===== config.mk =====
export PLATFORM = sky130hd
export DESIGN_NAME = bp_mc_to_cce_flat
export DESIGN_NICKNAME = d
export VERILOG_FILES = /design/src/rtl/bp_mc_to_cce_pkg.sv /design/src/rtl/bp_mc_to_cce_if.sv /design/src/rtl/bsg_dff_reset_en.sv /design/src/rtl/bp_mc_to_cce.sv /design/src/flat_wrapper.sv
export SDC_FILE = /design/constraint.sdc
export NUM_CORES = 1
export LEC_CHECK = 0
export ABC_AREA = 1
export BUFFER_PORTS_ARGS = -buffer_cell sky130_fd_sc_hd__buf_4
export CELL_PAD_IN_SITES_DETAIL_PLACEMENT = 0
export CELL_PAD_IN_SITES_GLOBAL_PLACEMENT = 2
export CORE_MARGIN = 8
export CORE_UTILIZATION = 15
export DETAILED_ROUTE_END_ITERATION = 16
export PLACE_DENSITY_LB_ADDON = 0.2
export SYNTH_ARGS = -nofsm -noshare
export SYNTH_HDL_FRONTEND = slang
export SYNTH_HIERARCHICAL = 1
export SYNTH_SLANG_ARGS = --single-unit

===== constraint.sdc =====
create_clock -name clk_i -period 1.4 [get_ports clk_i]
set_clock_uncertainty 0.1 [all_clocks]
set_input_delay 0.14 -clock clk_i [delete_from_list [all_inputs] [get_ports clk_i]]
set_output_delay 0.14 -clock clk_i [all_outputs]
set_load 0.01 [all_outputs]

===== src/rtl/bp_mc_to_cce_pkg.sv =====
// Shared types and helpers for the manycore <-> BlackParrot I/O bridges.
// Latency: n/a (types and pure functions only).
// Backpressure: n/a.
package bp_mc_bridge_pkg;

  // BlackParrot memory-message geometry used by this slice of the system.
  localparam int paddr_width_gp       = 40;
  localparam int cce_block_width_gp   = 64;
  localparam int mem_payload_width_gp = 16;

  typedef enum logic [3:0] {
    e_cce_mem_rd    = 4'd0,
    e_cce_mem_wr    = 4'd1,
    e_cce_mem_uc_rd = 4'd2,
    e_cce_mem_uc_wr = 4'd3
  } bp_cce_mem_cmd_type_e;

  typedef enum logic [2:0] {
    e_mem_msg_size_1 = 3'd0,
    e_mem_msg_size_2 = 3'd1,
    e_mem_msg_size_4 = 3'd2,
    e_mem_msg_size_8 = 3'd3
  } bp_mem_msg_size_e;

  typedef struct packed {
    logic [mem_payload_width_gp-1:0] payload;
    bp_mem_msg_size_e                size;
    logic [paddr_width_gp-1:0]       addr;
    bp_cce_mem_cmd_type_e            msg_type;
  } bp_cce_mem_msg_hdr_s;

  typedef struct packed {
    logic [cce_block_width_gp-1:0] data;
    bp_cce_mem_msg_hdr_s           header;
  } bp_cce_mem_msg_s;

  localparam int cce_mem_msg_width_gp = $bits(bp_cce_mem_msg_s);

  // Responder FSM states.
  typedef enum logic [1:0] {
    e_ready  = 2'd0,
    e_send   = 2'd1,
    e_wait   = 2'd2,
    e_return = 2'd3
  } bp_mc_state_e;

  typedef struct packed {
    bp_mem_msg_size_e size;
    logic [1:0]       offset;
    logic             legal;
  } mc_mask_decode_s;

  // Manycore byte mask -> BP access size and byte offset inside the word.
  // Only naturally aligned 1/2/4-byte accesses map onto a single BP command.
  function automatic mc_mask_decode_s mc_mask_decode(input logic [3:0] mask);
    mc_mask_decode_s d;
    d = '{size: e_mem_msg_size_4, offset: 2'd0, legal: 1'b1};
    case (mask)
      4'hF: d = '{size: e_mem_msg_size_4, offset: 2'd0, legal: 1'b1};
      4'h3: d = '{size: e_mem_msg_size_2, offset: 2'd0, legal: 1'b1};
      4'hC: d = '{size: e_mem_msg_size_2, offset: 2'd2, legal: 1'b1};
      4'h1: d = '{size: e_mem_msg_size_1, offset: 2'd0, legal: 1'b1};
      4'h2: d = '{size: e_mem_msg_size_1, offset: 2'd1, legal: 1'b1};
      4'h4: d = '{size: e_mem_msg_size_1, offset: 2'd2, legal: 1'b1};
      4'h8: d = '{size: e_mem_msg_size_1, offset: 2'd3, legal: 1'b1};
      default: d = '{size: e_mem_msg_size_4, offset: 2'd0, legal: 1'b0};
    endcase
    return d;
  endfunction

  // Manycore word address -> BP byte paddr inside the window at base.
  function automatic logic [paddr_width_gp-1:0] mc_addr_to_paddr(
    input logic [paddr_width_gp-1:0] word_addr,
    input logic [paddr_width_gp-1:0] base
  );
    return base | (word_addr << 2);
  endfunction

endpackage


===== src/rtl/bp_mc_to_cce_if.sv =====
// Bundles the manycore endpoint request/response and BP I/O cmd/resp groups.
// Latency: n/a (wires only).
// Backpressure: in_yumi / io_cmd_yumi / io_resp_ready as seen by the bridge.
interface bp_mc_to_cce_if #(
  parameter int mc_data_width_p = 32,
  parameter int mc_addr_width_p = 28
) ();
  import bp_mc_bridge_pkg::*;

  logic                         in_v_i;
  logic [mc_data_width_p-1:0]   in_data_i;
  logic [mc_data_width_p/8-1:0] in_mask_i;
  logic [mc_addr_width_p-1:0]   in_addr_i;
  logic                         in_we_i;
  logic                         in_yumi_o;
  logic [mc_data_width_p-1:0]   returning_data_o;
  logic                         returning_v_o;
  bp_cce_mem_msg_s              io_cmd_o;
  logic                         io_cmd_v_o;
  logic                         io_cmd_yumi_i;
  bp_cce_mem_msg_s              io_resp_i;
  logic                         io_resp_v_i;
  logic                         io_resp_ready_o;
  logic                         error_o;

  // Bridge side.
  modport slave (
    input  in_v_i, in_data_i, in_mask_i, in_addr_i, in_we_i,
    output in_yumi_o, returning_data_o, returning_v_o,
    output io_cmd_o, io_cmd_v_o,
    input  io_cmd_yumi_i,
    input  io_resp_i, io_resp_v_i,
    output io_resp_ready_o, error_o
  );

  // Endpoint / BP side.
  modport master (
    output in_v_i, in_data_i, in_mask_i, in_addr_i, in_we_i,
    input  in_yumi_o, returning_data_o, returning_v_o,
    input  io_cmd_o, io_cmd_v_o,
    output io_cmd_yumi_i,
    output io_resp_i, io_resp_v_i,
    input  io_resp_ready_o, error_o
  );

endinterface


===== src/rtl/bsg_dff_reset_en.sv =====
// Enabled register with synchronous reset to a constant.
// Latency: 1 cycle from en_i/data_i to data_o.
// Backpressure: none; holds value while en_i is low.
module bsg_dff_reset_en #(
  parameter int                 width_p     = 1,
  parameter logic [width_p-1:0] reset_val_p = '0
) (
  input  logic               clk_i,
  input  logic               reset_i,
  input  logic               en_i,
  input  logic [width_p-1:0] data_i,
  output logic [width_p-1:0] data_o
);

  logic [width_p-1:0] data_q, data_d;

  // Load new data only when enabled.
  always_comb begin
    data_d = en_i ? data_i : data_q;
  end

  // State register.
  always_ff @(posedge clk_i) begin
    if (reset_i) data_q <= reset_val_p;
    else         data_q <= data_d;
  end

  assign data_o = data_q;

endmodule


===== src/rtl/bp_mc_to_cce.sv =====
// Turns one manycore remote load/store into one BP uncached I/O cmd and returns the data.
// Latency: 3 cycles best case from in_v_i to returning_v_o; illegal store mask returns after 1.
// Backpressure: one request in flight; io_cmd held until yumi, in_yumi_o only with the response.
module bp_mc_to_cce
  import bp_mc_bridge_pkg::*;
#(
  parameter int                        mc_x_cord_width_p = 4,
  parameter int                        mc_y_cord_width_p = 4,
  parameter int                        mc_data_width_p   = 32,
  parameter int                        mc_addr_width_p   = 28,
  parameter logic [paddr_width_gp-1:0] bp_base_addr_p    = '0
) (
  input logic            clk_i,
  input logic            reset_i,
  bp_mc_to_cce_if.slave  mc_bp
);

  // Coordinates are carried by the endpoint; the responder does not need them.
  localparam int unused_cord_width_lp = mc_x_cord_width_p + mc_y_cord_width_p;

  bp_mc_state_e    state_q, state_d;
  logic            io_cmd_v_q, io_cmd_v_d;
  logic            io_resp_ready_q, io_resp_ready_d;
  logic            returning_v_q, returning_v_d;
  logic            error_q, error_d;

  mc_mask_decode_s dec;
  logic            illegal_store;
  bp_cce_mem_msg_s cmd;
  logic            accept_v;
  logic            latch_v;
  logic [31:0]     latch_dat;
  logic [31:0]     data_r;
  logic            unused_resp;

  // Build the BP command from the request fields, which the endpoint holds until yumi.
  always_comb begin
    dec           = mc_mask_decode(mc_bp.in_mask_i);
    illegal_store = mc_bp.in_we_i & ~dec.legal;
    cmd           = '0;
    cmd.header.addr = mc_addr_to_paddr(paddr_width_gp'(mc_bp.in_addr_i), bp_base_addr_p);
    if (mc_bp.in_we_i) begin
      cmd.header.msg_type  = e_cce_mem_uc_wr;
      cmd.header.size      = dec.size;
      cmd.header.addr[1:0] = cmd.header.addr[1:0] + dec.offset;
      cmd.data[31:0]       = mc_bp.in_data_i >> {dec.offset, 3'b000};
    end else begin
      cmd.header.msg_type  = e_cce_mem_uc_rd;
      cmd.header.size      = e_mem_msg_size_4;
    end
  end

  // Next-state logic; the request is consumed only once its outcome is known.
  always_comb begin
    state_d   = state_q;
    accept_v  = 1'b0;
    latch_v   = 1'b0;
    latch_dat = mc_bp.in_we_i ? 32'd0 : mc_bp.io_resp_i.data[31:0];
    error_d   = error_q;
    case (state_q)
      e_ready: begin
        if (mc_bp.in_v_i) begin
          if (illegal_store) begin
            state_d  = e_return;
            accept_v = 1'b1;
            latch_v  = 1'b1;
            error_d  = 1'b1;
          end else begin
            state_d  = e_send;
          end
        end
      end
      e_send:   if (mc_bp.io_cmd_yumi_i) state_d = e_wait;
      e_wait: begin
        if (mc_bp.io_resp_v_i) begin
          state_d  = e_return;
          accept_v = 1'b1;
          latch_v  = 1'b1;
        end
      end
      e_return: state_d = e_ready;
      default:  state_d = e_ready;
    endcase
    io_cmd_v_d      = (state_d == e_send);
    io_resp_ready_d = (state_d == e_wait);
    returning_v_d   = (state_d == e_return);
  end

  // FSM state plus registered handshake outputs and the sticky error flag.
  always_ff @(posedge clk_i) begin
    if (reset_i) begin
      state_q         <= e_ready;
      io_cmd_v_q      <= 1'b0;
      io_resp_ready_q <= 1'b0;
      returning_v_q   <= 1'b0;
      error_q         <= 1'b0;
    end else begin
      state_q         <= state_d;
      io_cmd_v_q      <= io_cmd_v_d;
      io_resp_ready_q <= io_resp_ready_d;
      returning_v_q   <= returning_v_d;
      error_q         <= error_d;
    end
  end

  bsg_dff_reset_en #(
    .width_p     (32),
    .reset_val_p (32'd0)
  ) data_reg (
    .clk_i   (clk_i),
    .reset_i (reset_i),
    .en_i    (latch_v),
    .data_i  (latch_dat),
    .data_o  (data_r)
  );

  assign unused_resp = ^{mc_bp.io_resp_i.header, mc_bp.io_resp_i.data[cce_block_width_gp-1:32]};

  assign mc_bp.in_yumi_o        = accept_v;
  assign mc_bp.io_cmd_v_o       = io_cmd_v_q;
  assign mc_bp.io_cmd_o         = io_cmd_v_q ? cmd : '0;
  assign mc_bp.io_resp_ready_o  = io_resp_ready_q;
  assign mc_bp.returning_v_o    = returning_v_q;
  assign mc_bp.returning_data_o = returning_v_q ? data_r : '0;
  assign mc_bp.error_o          = error_q;

  // The endpoint must hold its request until it is consumed.
  a_in_v_held: assert property (@(posedge clk_i) disable iff (reset_i)
    (state_q inside {e_send, e_wait}) |-> mc_bp.in_v_i);

endmodule


===== src/flat_wrapper.sv =====
// flat-port wrapper written by rule: the top's interface ports become plain ports
module bp_mc_to_cce_flat import bp_mc_bridge_pkg::*;
#(
  parameter int                        mc_x_cord_width_p = 4,
  parameter int                        mc_y_cord_width_p = 4,
  parameter int                        mc_data_width_p   = 32,
  parameter int                        mc_addr_width_p   = 28,
  parameter logic [paddr_width_gp-1:0] bp_base_addr_p    = '0
)
  (clk_i, reset_i, mc_bp_in_v_i, mc_bp_in_data_i, mc_bp_in_mask_i, mc_bp_in_addr_i, mc_bp_in_we_i, mc_bp_in_yumi_o, mc_bp_returning_data_o, mc_bp_returning_v_o, mc_bp_io_cmd_o, mc_bp_io_cmd_v_o, mc_bp_io_cmd_yumi_i, mc_bp_io_resp_i, mc_bp_io_resp_v_i, mc_bp_io_resp_ready_o, mc_bp_error_o);
  bp_mc_to_cce_if #(.mc_data_width_p(mc_data_width_p), .mc_addr_width_p(mc_addr_width_p)) mc_bp_i ();
  input logic clk_i;
  input logic reset_i;
  input wire logic [$bits(mc_bp_i.in_v_i)-1:0] mc_bp_in_v_i;
  input wire logic [$bits(mc_bp_i.in_data_i)-1:0] mc_bp_in_data_i;
  input wire logic [$bits(mc_bp_i.in_mask_i)-1:0] mc_bp_in_mask_i;
  input wire logic [$bits(mc_bp_i.in_addr_i)-1:0] mc_bp_in_addr_i;
  input wire logic [$bits(mc_bp_i.in_we_i)-1:0] mc_bp_in_we_i;
  output wire logic [$bits(mc_bp_i.in_yumi_o)-1:0] mc_bp_in_yumi_o;
  output wire logic [$bits(mc_bp_i.returning_data_o)-1:0] mc_bp_returning_data_o;
  output wire logic [$bits(mc_bp_i.returning_v_o)-1:0] mc_bp_returning_v_o;
  output wire logic [$bits(mc_bp_i.io_cmd_o)-1:0] mc_bp_io_cmd_o;
  output wire logic [$bits(mc_bp_i.io_cmd_v_o)-1:0] mc_bp_io_cmd_v_o;
  input wire logic [$bits(mc_bp_i.io_cmd_yumi_i)-1:0] mc_bp_io_cmd_yumi_i;
  input wire logic [$bits(mc_bp_i.io_resp_i)-1:0] mc_bp_io_resp_i;
  input wire logic [$bits(mc_bp_i.io_resp_v_i)-1:0] mc_bp_io_resp_v_i;
  output wire logic [$bits(mc_bp_i.io_resp_ready_o)-1:0] mc_bp_io_resp_ready_o;
  output wire logic [$bits(mc_bp_i.error_o)-1:0] mc_bp_error_o;
  assign mc_bp_i.in_v_i = mc_bp_in_v_i;
  assign mc_bp_i.in_data_i = mc_bp_in_data_i;
  assign mc_bp_i.in_mask_i = mc_bp_in_mask_i;
  assign mc_bp_i.in_addr_i = mc_bp_in_addr_i;
  assign mc_bp_i.in_we_i = mc_bp_in_we_i;
  assign mc_bp_in_yumi_o = mc_bp_i.in_yumi_o;
  assign mc_bp_returning_data_o = mc_bp_i.returning_data_o;
  assign mc_bp_returning_v_o = mc_bp_i.returning_v_o;
  assign mc_bp_io_cmd_o = mc_bp_i.io_cmd_o;
  assign mc_bp_io_cmd_v_o = mc_bp_i.io_cmd_v_o;
  assign mc_bp_i.io_cmd_yumi_i = mc_bp_io_cmd_yumi_i;
  assign mc_bp_i.io_resp_i = mc_bp_io_resp_i;
  assign mc_bp_i.io_resp_v_i = mc_bp_io_resp_v_i;
  assign mc_bp_io_resp_ready_o = mc_bp_i.io_resp_ready_o;
  assign mc_bp_error_o = mc_bp_i.error_o;
  bp_mc_to_cce #(.mc_x_cord_width_p(mc_x_cord_width_p), .mc_y_cord_width_p(mc_y_cord_width_p), .mc_data_width_p(mc_data_width_p), .mc_addr_width_p(mc_addr_width_p), .bp_base_addr_p(bp_base_addr_p)) u_core (.clk_i(clk_i), .reset_i(reset_i), .mc_bp(mc_bp_i));
endmodule

==> impl_metrics.json, run 1 <==
{
  "yosysTopAreaCellShare": 0.213,
  "grt_setup_unrepaired": "true",
  "outcome": "finished with violations",
  "finalMaxSlewViolations": 0,
  "critPathTopFamily": "flip-flops",
  "setup_violations": 64,
  "grt_first_pass_wirelength_mm": 22.4,
  "cp_data_required_time_ns": 1.16,
  "critical_path.startpoint_type": "register",
  "combPwrFrac": 0.429,
  "crit_slowest_cell": "dfxtp_4",
  "cts_tree": "done",
  "synth_area_um2": 3570,
  "violations": "setup timing",
  "grt_pass1_vias": 3973,
  "cts.htree.levels": 2,
  "r2r_start": "u_core/state_q[1]$_SDFF_PP0_",
  "pwr-share-seq": 0.298,
  "ir_drop_mv": 0.396,
  "cts_inserted_buffers": 5,
  "min_path_type": "input pin to register",
  "yosys_register_bits": 38,
  "die_h_um": 170,
  "antenna_found_initial": 1,
  "n_fill_cell": 2765,
  "place_ws_ns": -0.261,
  "grt_usage": 0.0981,
  "whs_endpoint": "u_core/data_reg/data_o[20]$_SDFFE_PP0P_",
  "multi_input_area_um2": 1960,
  "p_per_area_nw_per_um2": 690,
  "r2r_slack_ns": 0.02,
  "ys_warn_count": 6,
  "crit_fanout": 5,
  "seq_area_frac_synth": 0.213,
  "power_mw": 4.26,
  "fp.dieArea_um2": 29000,
  "timing.rr.end": "u_core/data_reg/data_o[5]$_SDFFE_PP0P_",
  "synthCells": 649,
  "ff_latch_area_um2": 771,
  "reg2regPathDepth": 8,
  "initial_core_util": 0.153,
  "via_per_inst": 3.43,
  "maxCapViolCount": 0,
  "swShare": 0.357,
  "core_area_um2": 23400,
  "grt_overflow_total": 0,
  "hold_viol_final": 0,
  "drc": 0,
  "worst_slack_ns": -0.166,
  "cp_slowest_stage_delay_ns": 0.37,
  "hpwlAfterDp_mm": 11.9,
  "die_w_um": 170,
  "synthTopCellsByArea": "dfxtp_1, nand2_1, inv_1",
  "vias": 4144,
  "syn_to_final_growth_pct": 72.8,
  "path_buf_inv": 1,
  "min_period_ns": 1.57,
  "path_class": "register to primary output",
  "async_reset_ff_frac": 0,
  "fmax_ghz": 0.639,
  "routed_wirelength_mm": 15.9,
  "clkPwrFrac": 0.273,
  "nets": 1084,
  "drtIter0Drc": 115,
  "drive_above_1_share": 0.391,
  "clockRootBuffer": "clkbuf_16",
  "clk_path_buf_depth": 2,
  "clk_latency_ns": 0.28,
  "clk_pin_slew_ns": 0.07,
  "synthDistinctLibCells": 29,
  "p_int_mw": 2.74,
  "cp-end-kind": "primary output",
  "rows": 56,
  "path_cells": "nand2_8 > nor2_8 > o211ai_1 > o21ai_1 > buf_4",
  "gp_congestion": 0.729,
  "power_leakage_nw": 3.79,
  "grt_max_degree": 33,
  "io_pins": 361,
  "switchingPower_mw": 1.52,
  "wl_per_cell_um": 13.2,
  "antenna_cells": 0,
  "first_pass_iters": 4,
  "whs_path_depth": 7,
  "min_period_over_period": 1.12,
  "synth-edff-count": 0,
  "syn_area_per_cell_um2": 5.50,
  "min_from": "mc_bp_io_resp_i[83]",
  "cts.sinks": 38,
  "yosysTopAreaCell": "dfxtp_1",
  "synth-main-ff-cell": "dfxtp_1",
  "antenna_left": 0,
  "port_buffers": 204,
  "critical_path_arrival_ns": 1.33
}
power by group through the flow:
stage	sequential [mW]	clock, mW	combinational [mW]
2_1_floorplan	1.28	0	0.965
3_3_place_gp	1.28	0	1.57
3_5_place_dp	1.28	0	1.56
4_1_cts	1.26	1.21	1.68
5_1_grt	1.28	1.25	2.02
6_report	1.27	1.16	1.83
cells by family (layout without fill, tap and decap cells):
group / after synthesis / in the layout / share of synthesized area
flops: 38 / 38 / 0.213
buf+inv: 255 / 433 / 0.369
simple gates: 303 / 304 / 0.336
compound gates: 52 / 52 / 0.0809
other cells: 1 / 61 / 0.00105
per-layer routing:
layer | GRT usage | share of wire
met2 | 0.172 | 0.49
met4 | 0.0206 | 0.0075
met5 | 0 | 0.00063
met1 | 0.113 | 0.41
met3 | 0.0352 | 0.091
cell usage after synthesis (2+ instances only):
master and number:
o211ai_1 8, buf_6 11, nor2_2 6, a21oi_1 7, inv_1 162, buf_4 63, buf_2 7, nor2_1 114
o21ai_1 20, nand3_1 2, clkbuf_1 8, dfxtp_1 38, o21ai_0 14, nand2_1 174
repair_timing:
item / in CTS / in global routing
resized for setup: 32 / 82
hold buffers: 1 / 0
setup endpoints to repair: 65 / 124
pin swaps: 9 / 36
buffers inserted: 7 / 2
gates cloned: 3 / 8
endpoints found under the hold margin: 1 / 0
flip-flops by register name (all words and copies together), names as in the netlist:
register                      cells
u_core/data_reg/data_o           32
u_core/mc_bp.error_o              1
u_core/state_q                    2
u_core/mc_bp.returning_v_o        1
u_core/mc_bp.io_cmd_v_o           1
u_core/mc_bp.io_resp_ready_o      1
layout make-up:
type,count,share of cell area
Timing Repair Buffer,261,0.369
Multi-Input combinational cell,417,0.317
Sequential cell,38,0.125
Inverter,164,0.101
Tap cell,319,0.0647
Clock buffer,6,0.0209
Clock inverter,2,0.00223
how the worst max path moves through the flow:
stage,cells past startpoint,startpoint,endpoint
finish,5,u_core/mc_bp.io_cmd_v_o$_SDFF_PP0_,mc_bp_io_cmd_o[69]
global route,5,u_core/mc_bp.io_cmd_v_o$_SDFF_PP0_,mc_bp_io_cmd_o[69]
CTS,7,u_core/mc_bp.io_cmd_v_o$_SDFF_PP0_,mc_bp_io_cmd_o[78]
detailed placement,10,mc_bp_in_mask_i[0],mc_bp_io_cmd_o[76]
global placement,8,mc_bp_in_mask_i[0],mc_bp_io_cmd_o[67]
floorplan,10,mc_bp_in_mask_i[2],u_core/data_reg/data_o[10]$_SDFFE_PP0P_
layout by cell type, fill, tap and decap left out, types with 12 or more instances in the layout:
| cell | n |
|---|---|
| buf_4 | 226 |
| inv_1 | 158 |
| nand2_1 | 133 |
| nor2_1 | 105 |
| conb_1 | 61 |
| nand2_2 | 37 |
| dfxtp_1 | 34 |
| o21ai_1 | 26 |
| buf_6 | 13 |
| nor2_2 | 12 |
worst reg2reg max path: cells and delay by family, from the launching register on:
family | cells | cell delay (ns)
AO/OA/AOI/OAI | 1 | 0.10
buffers and inverters | 2 | 0.37
flip-flops | 1 | 0.32
AND/OR/NAND/NOR | 5 | 0.40
through the flow:
step | cells | setup TNS [ns] | area (um^2) | hold WS [ns] | util
global placement | 1179 | -10.97 | 5400 | 0.229 | 0.231
finish | 1207 | -5.21 | 6170 | 0.118 | 0.264
detailed placement | 1179 | -11.47 | 5400 | 0.236 | 0.231
floorplan | 709 | 0 | 3800 | 0.109 | -
CTS | 1198 | -7.44 | 5800 | 0.110 | 0.248
global route | 1207 | -10.85 | 6170 | 0.154 | 0.264
Note: power is estimated with default switching activity, not from simulation.
==> inputs of run 2 (changes only) <==
--- a/config.mk
+++ b/config.mk
@@ -13,7 +13,7 @@
 export CORE_UTILIZATION = 15
 export DETAILED_ROUTE_END_ITERATION = 16
 export PLACE_DENSITY_LB_ADDON = 0.2
+export REMOVE_ABC_BUFFERS = 1
 export SYNTH_ARGS = -nofsm -noshare
 export SYNTH_HDL_FRONTEND = slang
-export SYNTH_HIERARCHICAL = 1
 export SYNTH_SLANG_ARGS = --single-unit
==> run 2 against run 1 <==
Against the previous run:
- the flow still finishes with violations (setup timing)
- highest routed layer is now met4
- design area grew 4.0%
- combinational power fell by 4%
- synthesized cell count fell by 20%
- global-route usage is 0.78 points higher
- count of clock-buffer cells in the layout down 1
- via count fell by 5.3%
- final cell count fell by 14%
- hold slack worse by 0.077 ns
- clock power grew 13%
- worst setup slack got worse by 0.051 ns
- power down 0.58%
- flip-flop and latch count stayed put
- largest power group unchanged
==> impl_metrics.json, run 2 <==
{
  "async_reset_ff_frac": 0,
  "port_buffers": 204,
  "nets": 951,
  "syn_area_per_cell_um2": 6.53,
  "cts.sinks": 38,
  "antenna_found_initial": 0,
  "cts_tree": "done",
  "hold_viol_final": 0,
  "grt_overflow_total": 0,
  "yosysTopAreaCell": "dfxtp_1",
  "drive_above_1_share": 0.534,
  "min_path_type": "input pin to register",
  "mostFrequentLayoutCells": "buf_4, inv_1, nand2_1, conb_1",
  "vias": 3926,
  "rows": 55,
  "clk_pin_slew_ns": 0.06,
  "clockRootBuffer": "clkbuf_16",
  "crit_path_frequent_cell": "buf_4",
  "core_area_um2": 22500,
  "cp_slowest_stage_delay_ns": 0.37,
  "drtIter0Drc": 165,
  "gp_congestion": 0.719,
  "via_per_inst": 3.78,
  "hpwlAfterDp_mm": 11.6,
  "cts.htree.levels": 2,
  "critical_path_arrival_ns": 1.38,
  "fp.dieArea_um2": 27800,
  "ys_warn_count": 0,
  "clk_latency_ns": 0.28,
  "fmax_ghz": 0.619,
  "synth_common_cells": "nand2_1, inv_1, buf_4",
  "p_per_area_nw_per_um2": 659,
  "synthCells": 522,
  "grt_first_pass_wirelength_mm": 24.1,
  "ir_drop_mv": 0.352,
  "crit_slowest_cell": "dfxtp_4",
  "worst_slack_ns": -0.217,
  "power_leakage_nw": 3.37,
  "die_w_um": 167,
  "synth_most_common_cell": "nand2_1",
  "cp_data_required_time_ns": 1.16,
  "synth-edff-count": 0,
  "path_cells": "nand2_8 > buf_4 > nor2_4 > inv_6 > o22ai_1 > buf_4",
  "min_period_over_period": 1.15,
  "setup_violations": 76,
  "finish.utilization": 0.285,
  "initial_core_util": 0.152,
  "synth-main-ff-cell": "dfxtp_1",
  "grt_max_degree": 58,
  "outcome": "finished with violations",
  "clk_path_buf_depth": 2,
  "wl_per_cell_um": 15.5,
  "antenna_left": 0,
  "maxCapViolCount": 0,
  "cp-end-kind": "primary output",
  "finalMaxSlewViolations": 0,
  "min_period_ns": 1.62,
  "first_pass_iters": 4,
  "seq_area_frac_synth": 0.223,
  "synth_area_um2": 3410,
  "power_mw": 4.23,
  "syn_to_final_growth_pct": 88.2,
  "ctsHoldBuffers": 0,
  "cts_inserted_buffers": 5,
  "routed_wirelength_mm": 16.2,
  "violations": "setup timing",
  "synthDistinctLibCells": 27,
  "yosysTopAreaCellShare": 0.223,
  "yosys_register_bits": 38,
  "drc": 0,
  "io_pins": 361,
  "die_h_um": 167,
  "crit_fanout": 8,
  "path_class": "register to primary output",
  "largest_reg_flops": 32,
  "synthTopCellsByArea": "dfxtp_1, buf_4, nand2_1",
  "grt_pass1_vias": 4127,
  "final_common_cell": "buf_4",
  "antenna_cells": 0,
  "grt_usage": 0.106,
  "grt_setup_unrepaired": "true",
  "critical_path.startpoint_type": "register"
}
==> run 2: cell types whose count changed after synthesis, sizes merged <==
cell and delta:
o22ai +8, a31oi +1, o21a -1, nor2 -96, clkbuf +6, a21oi +26, nand3b -1, nand3 +72
inv -64, o211ai -7, buf -4, clkinv +1, nand2 -68
==> run 2: logic make-up (layout without fill, tap and decap cells) <==
logic type / after synthesis / after routing / synth area share
buffers and inverters: 194 / 367 / 0.311
other: 1 / 61 / 0.00110
AOI/OAI and AO/OA: 79 / 79 / 0.150
DFF: 38 / 38 / 0.223
and+or+nand+nor: 210 / 210 / 0.314
==> run 2: per-stage QoR <==
step / instance area, um^2 / setup slack [ns] / TNS [ns] / instances / hold WS [ns]
after floorplan: 2950 / -0.667 / -40.66 / 489 / 0.102
after global placement: 5160 / -0.135 / -1.81 / 1009 / 0.328
after detailed placement: 5160 / -0.152 / -4.12 / 1009 / 0.327
after CTS: 5920 / -0.219 / -9.93 / 1037 / 0.0272
after global routing: 6420 / -0.261 / -13.69 / 1040 / 0.0388
final: 6420 / -0.217 / -8.79 / 1040 / 0.0411
==> run 2: path summary, 6_finish.rpt <==
| check | end | cells past startpoint | startpoint | slack, ns |
|---|---|---|---|---|
| worst min register to register | u_core.mc_bp.error_o$_SDFFE_PP0P_ | 2 | u_core.mc_bp.error_o$_SDFFE_PP0P_ | 0.37 |
| worst max-delay path | mc_bp_io_cmd_o[69] | 6 | u_core.mc_bp.io_cmd_v_o$_SDFF_PP0_ | -0.22 |
| worst max register to register | u_core.data_reg.data_o[25]$_SDFFE_PP0P_ | 9 | u_core.state_q[1]$_SDFF_PP0_ | -0.02 |
| worst min-delay path | u_core.data_reg.data_o[30]$_SDFFE_PP0P_ | 3 | mc_bp_io_resp_i[93] | 0.04 |
==> run 2: final cells by class <==
type,instances,area (um^2)
inverters,101,399
clock inverters,3,40.0
clock buffers,5,125
multi-input cells,350,2310
well taps,285,357
flip-flops and latches,38,773
fillers,2461,16100
repair buffers,258,2410
==> run 2: power breakdown <==
group	internal, mW	switching [mW]
Sequential	1.13	0.0399
Clock	0.835	0.474
Combinational	0.863	0.894
==> run 2: critical path, delay by kind of cell (launching register included) <==
kind                   cells  cell delay, ns
AO/OA/AOI/OAI              1            0.11
buffers and inverters      3            0.38
flip-flops                 1            0.37
AND/OR/NAND/NOR            2            0.21
==> run 2: timing repair <==
action                                  4_1_cts  5_1_grt
pin swaps                                    21       27
setup buffers                                13        3
endpoints found under the setup margin       70      109
resized for setup                            80       93
gates cloned                                  7        4
hold endpoints to repair                      0        0
==> run 2: routing by layer <==
metal,vias to the layer above,share of wire,GRT usage
met1,1805,0.44,0.133
met2,147,0.49,0.180
met3,6,0.065,0.0319
met4,0,0.0053,0.0153
li1,1968,-,-
met5,-,0,0
==> inputs of run 3 (changes only) <==
--- a/config.mk
+++ b/config.mk
@@ -9,11 +9,12 @@
 export BUFFER_PORTS_ARGS = -buffer_cell sky130_fd_sc_hd__buf_4
 export CELL_PAD_IN_SITES_DETAIL_PLACEMENT = 0
 export CELL_PAD_IN_SITES_GLOBAL_PLACEMENT = 2
+export CORE_ASPECT_RATIO = 1.25
 export CORE_MARGIN = 8
 export CORE_UTILIZATION = 15
 export DETAILED_ROUTE_END_ITERATION = 16
+export HOLD_SLACK_MARGIN = 0.06
 export PLACE_DENSITY_LB_ADDON = 0.2
-export REMOVE_ABC_BUFFERS = 1
 export SYNTH_ARGS = -nofsm -noshare
 export SYNTH_HDL_FRONTEND = slang
 export SYNTH_SLANG_ARGS = --single-unit
==> run 3 against run 2 <==
Against the previous run:
- the run still ends with setup timing left
- final cell count increased by 1.5%
- fmax increased by 1.5%
- critical endpoint is now mc_bp_io_cmd_o[71]
- global-route usage decreased by 0.89 points
- die area increased by 0.11%
- core utilization increased by 0.14 points
- routed wire length decreased by 7.9%
==> impl_metrics.json, run 3 (same netlist as run 2, synthesis figures left out) <==
{
  "fp.dieArea_um2": 27800,
  "reg2regPathDepth": 9,
  "min_from": "mc_bp_io_resp_i[90]",
  "critical_path_arrival_ns": 1.35,
  "antenna_left": 0,
  "finalMaxSlewViolations": 0,
  "wl_met1_mm": 5.80,
  "via_per_inst": 3.76,
  "min_path_type": "input pin to register",
  "placed_area_um2": 5270,
  "mostFrequentLayoutCells": "buf_4, inv_1, nand2_1, conb_1",
  "min_period_ns": 1.59,
  "power_leakage_nw": 3.38,
  "whs_path_depth": 3,
  "swShare": 0.342,
  "clk_path_buf_depth": 2,
  "cp_data_required_time_ns": 1.16,
  "timing.rr.end": "u_core.data_reg.data_o[20]$_SDFFE_PP0P_",
  "critical_path.startpoint_type": "register",
  "p_int_mw": 2.60,
  "r2r_slack_ns": -0.03,
  "violations": "setup timing",
  "clockRootBuffer": "clkbuf_16",
  "grt_pass1_vias": 4245,
  "design_area_um2": 6390,
  "die_h_um": 185,
  "fmax_ghz": 0.628,
  "drc": 0,
  "p_per_area_nw_per_um2": 619,
  "dr_wl_met3_mm": 1.21,
  "rows": 61,
  "min_period_over_period": 1.14,
  "top_layer": "met4",
  "whs_endpoint": "u_core.data_reg.data_o[27]$_SDFFE_PP0P_",
  "wl_per_cell_um": 14.1,
  "tns_ns": -5.00,
  "gp_congestion": 0.756,
  "die_w_um": 151,
  "cts.sinks": 38,
  "cts.htree.levels": 2,
  "io_pins": 361,
  "clkPwrFrac": 0.299,
  "core_area_um2": 22300,
  "switchingPower_mw": 1.35,
  "ir_drop_mv": 0.432,
  "initial_core_util": 0.153,
  "cp-end-kind": "primary output",
  "combPwrFrac": 0.405,
  "clk_latency_ns": 0.28,
  "final_common_cell": "buf_4",
  "grt_overflow_total": 0,
  "port_buffers": 204,
  "setup_violations": 50,
  "crit_fanout": 7,
  "syn_to_final_growth_pct": 87.3,
  "grt_setup_unrepaired": "true",
  "grt_max_degree": 37,
  "largest_reg_flops": 32,
  "worst_slack_ns": -0.193,
  "grt_usage": 0.0971,
  "hpwlAfterDp_mm": 12.0,
  "first_pass_iters": 4,
  "cts_inserted_buffers": 5,
  "antenna_found_initial": 0,
  "antenna_cells": 0,
  "maxCapViolCount": 0,
  "r2r_start": "u_core.state_q[1]$_SDFF_PP0_",
  "cts_tree": "done",
  "routed_wirelength_mm": 14.9,
  "nets": 969,
  "drtIter0Drc": 115,
  "vias": 3973,
  "outcome": "finished with violations",
  "hold_viol_final": 0,
  "grt_first_pass_wirelength_mm": 22.1,
  "route.met2.wl_mm": 7.70,
  "pwr-share-seq": 0.295,
  "drive_above_1_share": 0.488,
  "clk_pin_slew_ns": 0.06,
  "path_class": "register to primary output"
}
[run 3: worst max path at each step]
stage	endpoint	cells after the start	from
3_5_place_dp	mc_bp_io_cmd_o[64]	8	mc_bp_in_mask_i[0]
3_3_place_gp	mc_bp_io_cmd_o[69]	8	mc_bp_in_mask_i[0]
5_1_grt	mc_bp_io_cmd_o[73]	8	u_core.mc_bp.io_cmd_v_o$_SDFF_PP0_
6_report	mc_bp_io_cmd_o[71]	8	u_core.mc_bp.io_cmd_v_o$_SDFF_PP0_
2_1_floorplan	u_core.data_reg.data_o[20]$_SDFFE_PP0P_	7	u_core.state_q[1]$_SDFF_PP0_
4_1_cts	mc_bp_io_cmd_o[14]	4	u_core.mc_bp.io_cmd_v_o$_SDFF_PP0_
[run 3: stage by stage]
stage                      util  total power, mW  hold WS, ns  setup slack, ns  instances
after floorplan               -             1.95        0.205           0.0386        582
after global placement    0.237             2.50        0.332           -0.167       1007
after detailed placement  0.237             2.50        0.331           -0.211       1007
after CTS                 0.266             3.85       0.0632           -0.193       1049
after global routing      0.287             4.19       0.0664           -0.267       1056
final                     0.287             3.96       0.0602           -0.193       1056
[run 3: final cells by class]
| type | count | area (um^2) |
|---|---|---|
| timing repair buffer | 276 | 2490 |
| inverter | 101 | 387 |
| clock buffer | 6 | 139 |
| tap | 283 | 354 |
| sequential | 38 | 768 |
| fill | 2492 | 15900 |
| multi-input combinational | 350 | 2240 |
| clock inverter | 2 | 12.5 |
[run 3: worst max-delay path, cell delays in order (launching register included)]
cell	delay, ns
dfxtp_2	0.35
nand2_4	0.08
inv_6	0.09
nand2_8	0.08
buf_12	0.15
nand2_2	0.05
o21ai_1	0.06
inv_1	0.09
buf_6	0.11
[run 3: power by group through the flow]
stage	sequential, mW	clock, mW	combinational [mW]
after floorplan	1.18	0	0.774
after global placement	1.18	0	1.33
after detailed placement	1.18	0	1.32
after CTS	1.16	1.23	1.46
after global routing	1.17	1.27	1.75
final	1.17	1.18	1.60
[run 3: what timing repair did]
action / CTS / global route
pin swaps: 5 / 31
resized for setup: 46 / 71
hold buffers: 30 / 0
endpoints found under the setup margin: 69 / 120
cloned: 0 / 4
setup buffers: 4 / 3
hold endpoints to repair: 30 / 0
[run 3: layer usage]
metal	up-vias	track usage
li1	1987	-
met3	9	0.0240
met2	158	0.180
met1	1819	0.109
met5	-	0
met4	0	0.0190
